## config.mk

```make
export PLATFORM = sky130hd
export DESIGN_NAME = router_reg_pn
export DESIGN_NICKNAME = d
export VERILOG_FILES = /design/src/rtl/router_reg_pn.sv
export SDC_FILE = /design/constraint.sdc
export NUM_CORES = 1
export LEC_CHECK = 0
export BUFFER_PORTS_ARGS = -buffer_cell sky130_fd_sc_hd__buf_4
export CAP_MARGIN = 20
export CORE_MARGIN = 2
export CORE_UTILIZATION = 43
export DETAILED_ROUTE_END_ITERATION = 12
export GPL_TIMING_DRIVEN = 1
export PLACE_DENSITY = 0.68
export SYNTH_ARGS = -nofsm -noshare
export SYNTH_HDL_FRONTEND = slang
export SYNTH_SLANG_ARGS = --single-unit
```

## constraint.sdc

```tcl
create_clock -name clock -period 3.1 [get_ports clock]
set_input_delay 0.31 -clock clock [delete_from_list [all_inputs] [get_ports clock]]
set_output_delay 0.31 -clock clock [all_outputs]
set_load 0.03 [all_outputs]
```

## src/rtl/router_reg_pn.sv

```systemverilog
// Purpose: router packet register stage; forwards header/payload/checksum to the FIFO write bus and checks checksum and length.
// Latency: 1 cycle data_in->dout on the direct path; held bytes leave 1+ cycles after fifo_full drops.
// Backpressure: fifo_full diverts bytes into a HOLD_DEPTH hold buffer; a push into a full buffer drops the byte and sets hold_ovf.

// Small generic FIFO used as the hold buffer. Push and pop in the same cycle are allowed when full.
module fifo #(
    parameter int W     = 8,
    parameter int DEPTH = 2
) (
    input  logic         clock,
    input  logic         resetn,
    input  logic         flush,
    input  logic         push,
    input  logic [W-1:0] push_dat,
    input  logic         pop,
    output logic [W-1:0] pop_dat,
    output logic         empty,
    output logic         full
);
    localparam int PW = (DEPTH > 1) ? $clog2(DEPTH) : 1;
    localparam int CW = $clog2(DEPTH + 1);

    logic [W-1:0]  mem [DEPTH];
    logic [PW-1:0] rd_ptr;
    logic [PW-1:0] wr_ptr;
    logic [CW-1:0] cnt;
    logic          do_push;
    logic          do_pop;

    assign empty   = (cnt == '0);
    assign full    = (cnt == CW'(DEPTH));
    assign do_pop  = pop && !empty;
    assign do_push = push && (!full || do_pop);
    assign pop_dat = mem[rd_ptr];

    function automatic logic [PW-1:0] nxt(input logic [PW-1:0] p);
        return (p == PW'(DEPTH - 1)) ? '0 : p + PW'(1);
    endfunction

    // Pointer and occupancy bookkeeping; flush empties the buffer without producing data.
    always_ff @(posedge clock) begin
        if (!resetn || flush) begin
            rd_ptr <= '0;
            wr_ptr <= '0;
            cnt    <= '0;
        end else begin
            if (do_push) wr_ptr <= nxt(wr_ptr);
            if (do_pop)  rd_ptr <= nxt(rd_ptr);
            case ({do_push, do_pop})
                2'b10:   cnt <= cnt + CW'(1);
                2'b01:   cnt <= cnt - CW'(1);
                default: cnt <= cnt;
            endcase
        end
    end

    // Storage array; contents are don't-care while empty, so no reset.
    always_ff @(posedge clock) begin
        if (resetn && !flush && do_push) mem[wr_ptr] <= push_dat;
    end
endmodule

module router_reg_pn #(
    parameter int DW          = 8,
    parameter int ADDR_W      = 2,
    parameter int NUM_PORTS   = 3,
    parameter int HOLD_DEPTH  = 2,
    parameter int PARITY_MODE = 0
) (
    input  logic          clock,
    input  logic          resetn,
    input  logic          pkt_valid,
    input  logic [DW-1:0] data_in,
    input  logic          fifo_full,
    input  logic          detect_add,
    input  logic          lfd_state,
    input  logic          ld_state,
    input  logic          laf_state,
    input  logic          full_state,
    input  logic          rst_int_reg,
    output logic [DW-1:0] dout,
    output logic          dout_valid,
    output logic          low_pkt_valid,
    output logic          parity_done,
    output logic          err,
    output logic          len_err,
    output logic          hold_empty,
    output logic          hold_ovf
);
    localparam int LW = DW - ADDR_W;

    typedef struct packed {
        logic          last;
        logic [DW-1:0] dat;
    } hold_t;

    logic [DW-1:0] header;
    logic [DW-1:0] int_par;
    logic [DW-1:0] ext_par;
    logic [LW-1:0] pay_cnt;
    logic          dout_last;
    logic          parity_done_q;
    logic          ld_act;
    logic          laf_act;
    logic          ld_direct;
    logic          ld_push;
    logic          pop;
    logic          drop;
    logic          hold_full;
    logic          addr_ok;
    hold_t         in_byte;
    hold_t         head;

    // Checksum combine: XOR or modular add depending on PARITY_MODE.
    function automatic logic [DW-1:0] par_op(input logic [DW-1:0] a, input logic [DW-1:0] b);
        return (PARITY_MODE == 1) ? a + b : a ^ b;
    endfunction

    // Decode which state action wins this cycle and how the ld byte is routed.
    always_comb begin
        ld_act    = ld_state && !detect_add && !lfd_state;
        laf_act   = laf_state && !detect_add && !lfd_state && !ld_state;
        ld_direct = ld_act && !fifo_full && hold_empty;
        ld_push   = ld_act && !ld_direct && !rst_int_reg;
        pop       = (ld_act || laf_act) && !hold_empty && !fifo_full && !rst_int_reg;
        drop      = ld_push && hold_full && !pop;
        addr_ok   = 32'(data_in[ADDR_W-1:0]) < NUM_PORTS;
        in_byte   = '{last: !pkt_valid, dat: data_in};
    end

    fifo #(.W($bits(hold_t)), .DEPTH(HOLD_DEPTH)) u_hold (
        .clock    (clock),
        .resetn   (resetn),
        .flush    (rst_int_reg),
        .push     (ld_push),
        .push_dat (in_byte),
        .pop      (pop),
        .pop_dat  (head),
        .empty    (hold_empty),
        .full     (hold_full)
    );

    // FIFO write bus: a single writer per cycle (header, direct byte or hold-buffer head).
    always_ff @(posedge clock) begin
        if (!resetn) begin
            dout       <= '0;
            dout_valid <= 1'b0;
            dout_last  <= 1'b0;
        end else begin
            dout_valid <= 1'b0;
            if (!detect_add && lfd_state) begin
                dout       <= header;
                dout_valid <= 1'b1;
                dout_last  <= 1'b0;
            end else if (ld_direct) begin
                dout       <= data_in;
                dout_valid <= 1'b1;
                dout_last  <= !pkt_valid;
            end else if (pop) begin
                dout       <= head.dat;
                dout_valid <= 1'b1;
                dout_last  <= head.last;
            end
        end
    end

    // Header capture, checksum accumulation and payload counting.
    always_ff @(posedge clock) begin
        if (!resetn) begin
            header  <= '0;
            int_par <= '0;
            ext_par <= '0;
            pay_cnt <= '0;
        end else if (detect_add) begin
            if (pkt_valid && addr_ok) header <= data_in;
            int_par <= '0;
            ext_par <= '0;
            pay_cnt <= '0;
        end else if (lfd_state) begin
            int_par <= par_op(int_par, header);
        end else if (ld_act) begin
            if (pkt_valid) begin
                if (pay_cnt != '1) pay_cnt <= pay_cnt + LW'(1);
                if (!full_state)   int_par <= par_op(int_par, data_in);
            end else begin
                ext_par <= data_in;
            end
        end
    end

    // Packet-end status: parity_done follows the last byte out, checks latch on its rising edge.
    always_ff @(posedge clock) begin
        if (!resetn) begin
            parity_done   <= 1'b0;
            parity_done_q <= 1'b0;
            err           <= 1'b0;
            len_err       <= 1'b0;
        end else begin
            parity_done_q <= parity_done;
            if (detect_add) begin
                parity_done <= 1'b0;
                err         <= 1'b0;
                len_err     <= 1'b0;
            end else begin
                if (dout_valid && dout_last) parity_done <= 1'b1;
                if (parity_done && !parity_done_q) begin
                    err     <= (int_par != ext_par);
                    len_err <= (pay_cnt != header[DW-1:ADDR_W]);
                end
            end
        end
    end

    // Sticky flags cleared by the FSM's internal-reset state.
    always_ff @(posedge clock) begin
        if (!resetn) begin
            low_pkt_valid <= 1'b0;
            hold_ovf      <= 1'b0;
        end else if (rst_int_reg) begin
            low_pkt_valid <= 1'b0;
            hold_ovf      <= 1'b0;
        end else begin
            if (ld_act && !pkt_valid) low_pkt_valid <= 1'b1;
            if (drop)                 hold_ovf      <= 1'b1;
        end
    end
endmodule

```

==> metrics <==
WS Path Type in -> reg; most frequent cells in the layout dfxtp_1 (51), buf_4 (37), nor2_1 (24), a21oi_1 (22); gr ovfl total 0; fin. max-slew vios 0; yosys warns 0; largest net degree at the start of global routing 24; non-filler cells, final 433; commonest non-fill, non-tap cell in the layout dfxtp_1; async set-reset flop share out of synthesis 0%; worst hold path type in -> reg; crit share post-route 64.8%; area grow syn2layout 17.7%; first-pass GRT wire length 10000 µm; clock power share 41.7%; cts bufs inserted 9; Post-Place Setup Slack 0.731 ns; die area 7850 µm²; outcome complete, no violations; vias in the first global route 2007; GRT Resource Usage Total 16.9%; core outline area 6870 µm²; filler cell count 633; routed length per placed instance 14.3 µm; Clock Tree Buf Depth 2; Initial Util 44.8%; syn nets 319; unrepaired setup endpoints after global routing false; n_diodes 0; Synth Instances 299; Cell Area, Synth 3080 µm²; Critical Path Start Type input pin; Rel. slew slack 42.3%; dpl cells 417; cts hold-fix bufs 0; sequential cell area 1560 µm²; initial antenna violation count 0; Comb pwr share 8.3%; GPL Wtd Cong 0.824; TritonCTS clock tree yes; row count 30; Arr. time, crit path 2.29 ns; Mean Syn Cell Area 10.3 µm²; Final ANT Viol Nets 0; port bufs 32; P_leak 1.32 nW; DRC viols 0; DR pass1 iterations 4; dominant synthesized flop cell dfxtp_1; htree depth 3; hpwl dp 4550 µm; CTS-repair resized insts 0; pwr/cell area 529 nW/µm²; Worst setup EP type flop; FMAX 498 MHz; setup_tns 0 ns; max-cap viol count 0; drt total wl 6170 µm; clock sinks 69; Post-synth EDFFs 18; DR vias 2208; Setup Fix Bufs, Post-CTS 0; # setup viols final 0; worst-margin pin slew 0.866 ns; sequential power share 49.9%; Cell variety after synth 42; I/O pin count 33; Final Skew 0.0101 ns; layout cells sized above 1 19.6%; Clock transition at path regs 0.08 ns; Peak VDD IR 0.000358 V; drt initial violations 119; endpoints failing hold 0; register area share after synthesis 50.7%; nets 352; post-synthesis register bit count 69; Worst-Skew Late Latency 0.34 ns; Final WS setup 1.09 ns; switch share 23.5%; Tmin final 2.01 ns; Vias/cell 5.10; P_sw 0.451 mW; CTS Root Cell clkbuf_8; die height 88.6 µm; area of the multi-input gates 1430 µm²; CP max FO 21; Pint 1.46 mW; worst path required time 3.38 ns; Die Width 88.6 µm
-- power by group through the flow --
stage	Clock, mW	Combinational, mW	Sequential, mW
3_5_place_dp	0	0.160	0.977
5_1_grt	0.853	0.175	0.959
2_1_floorplan	0	0.0862	0.990
6_report	0.800	0.160	0.956
3_3_place_gp	0	0.158	0.977
4_1_cts	0.817	0.161	0.956
-- critical path: stages --
cell     delay (ns)
buf_4          0.18
or4_4          0.64
or2_1          0.30
inv_2          0.10
ha_1           0.26
or3_1          0.35
a21oi_1        0.14
-- routing by layer --
layer	vias up	part of all wire (%)	global-route usage, %
li1	1133	-	-
met1	1031	50	22.9
met3	7	3.8	4.76
met5	-	0	0
met4	0	0.91	5.79
met2	37	45	26.0
-- cells by family (layout without fill, tap and decap cells) --
family | Yosys count | count (layout) | synth area share (%)
AO/OA/AOI/OAI | 68 | 68 | 14.1
adder cells (fa/ha/maj) | 2 | 2 | 0.813
XOR/XNOR | 28 | 28 | 7.97
multiplexers | 27 | 27 | 9.27
flip-flops | 69 | 69 | 50.7
buffers and inverters | 19 | 57 | 2.93
AND/OR/NAND/NOR | 86 | 86 | 14.2
-- stage by stage --
step	hold slack, ns	util, %	area, µm²	power (mW)
floorplan	0.409	-	3080	1.08
global placement	0.457	49.5	3400	1.13
detailed placement	0.462	49.5	3400	1.14
CTS	0.175	52.7	3620	1.93
global route	0.180	52.7	3620	1.99
finish	0.195	52.7	3620	1.92
-- Yosys cell counts, types with 2 or more instances --
library cell	n	share of area [%]
a21oi_1	22	3.6
and2_1	2	0.41
buf_1	2	0.24
buf_2	3	0.49
buf_6	2	0.73
clkbuf_1	8	0.98
dfxtp_1	51	33
edfxtp_1	18	18
ha_1	2	0.81
inv_1	3	0.37
mux2_2	8	2.9
mux2i_1	18	5.9
nand2_1	20	2.4
nand2b_1	4	0.81
nand3_1	4	0.65
nand4_1	4	0.81
nor2_1	24	2.9
nor2b_1	12	2.4
nor3_1	6	0.98
o21ai_0	20	3.3
o2bb2ai_1	8	2.3
o31ai_1	10	2.4
or2_1	2	0.41
or3_1	2	0.41
xnor2_1	13	3.7
xor2_1	15	4.3
-- worst paths after layout --
path                           end          start  slack (ns)  cells past startpoint
setup / recovery     u_hold.cnt[1]      lfd_state        1.09                      7
hold / removal    u_hold.mem[1][3]     data_in[3]        0.20                      1
setup reg to reg     u_hold.cnt[1]  u_hold.cnt[0]        1.21                      7
hold reg to reg         ext_par[2]     ext_par[2]        0.47                      2
-- cell type report --
type	count	share of cell area, %
inverters	4	0.415
clock inverters	7	2.69
multi-input cells	211	39.4
well taps	96	3.32
flip-flops and latches	69	43.1
repair buffers	37	7.67
clock buffers	9	3.42
-- sequential cells by signal, indices dropped and copies added (netlist names), 2 cells and up, named ones only --
signal,cells
dout,8
ext_par,8
header,8
int_par,8
pay_cnt,6
u_hold.cnt,2
u_hold.mem,18
Power figures use the tool's default switching activity.
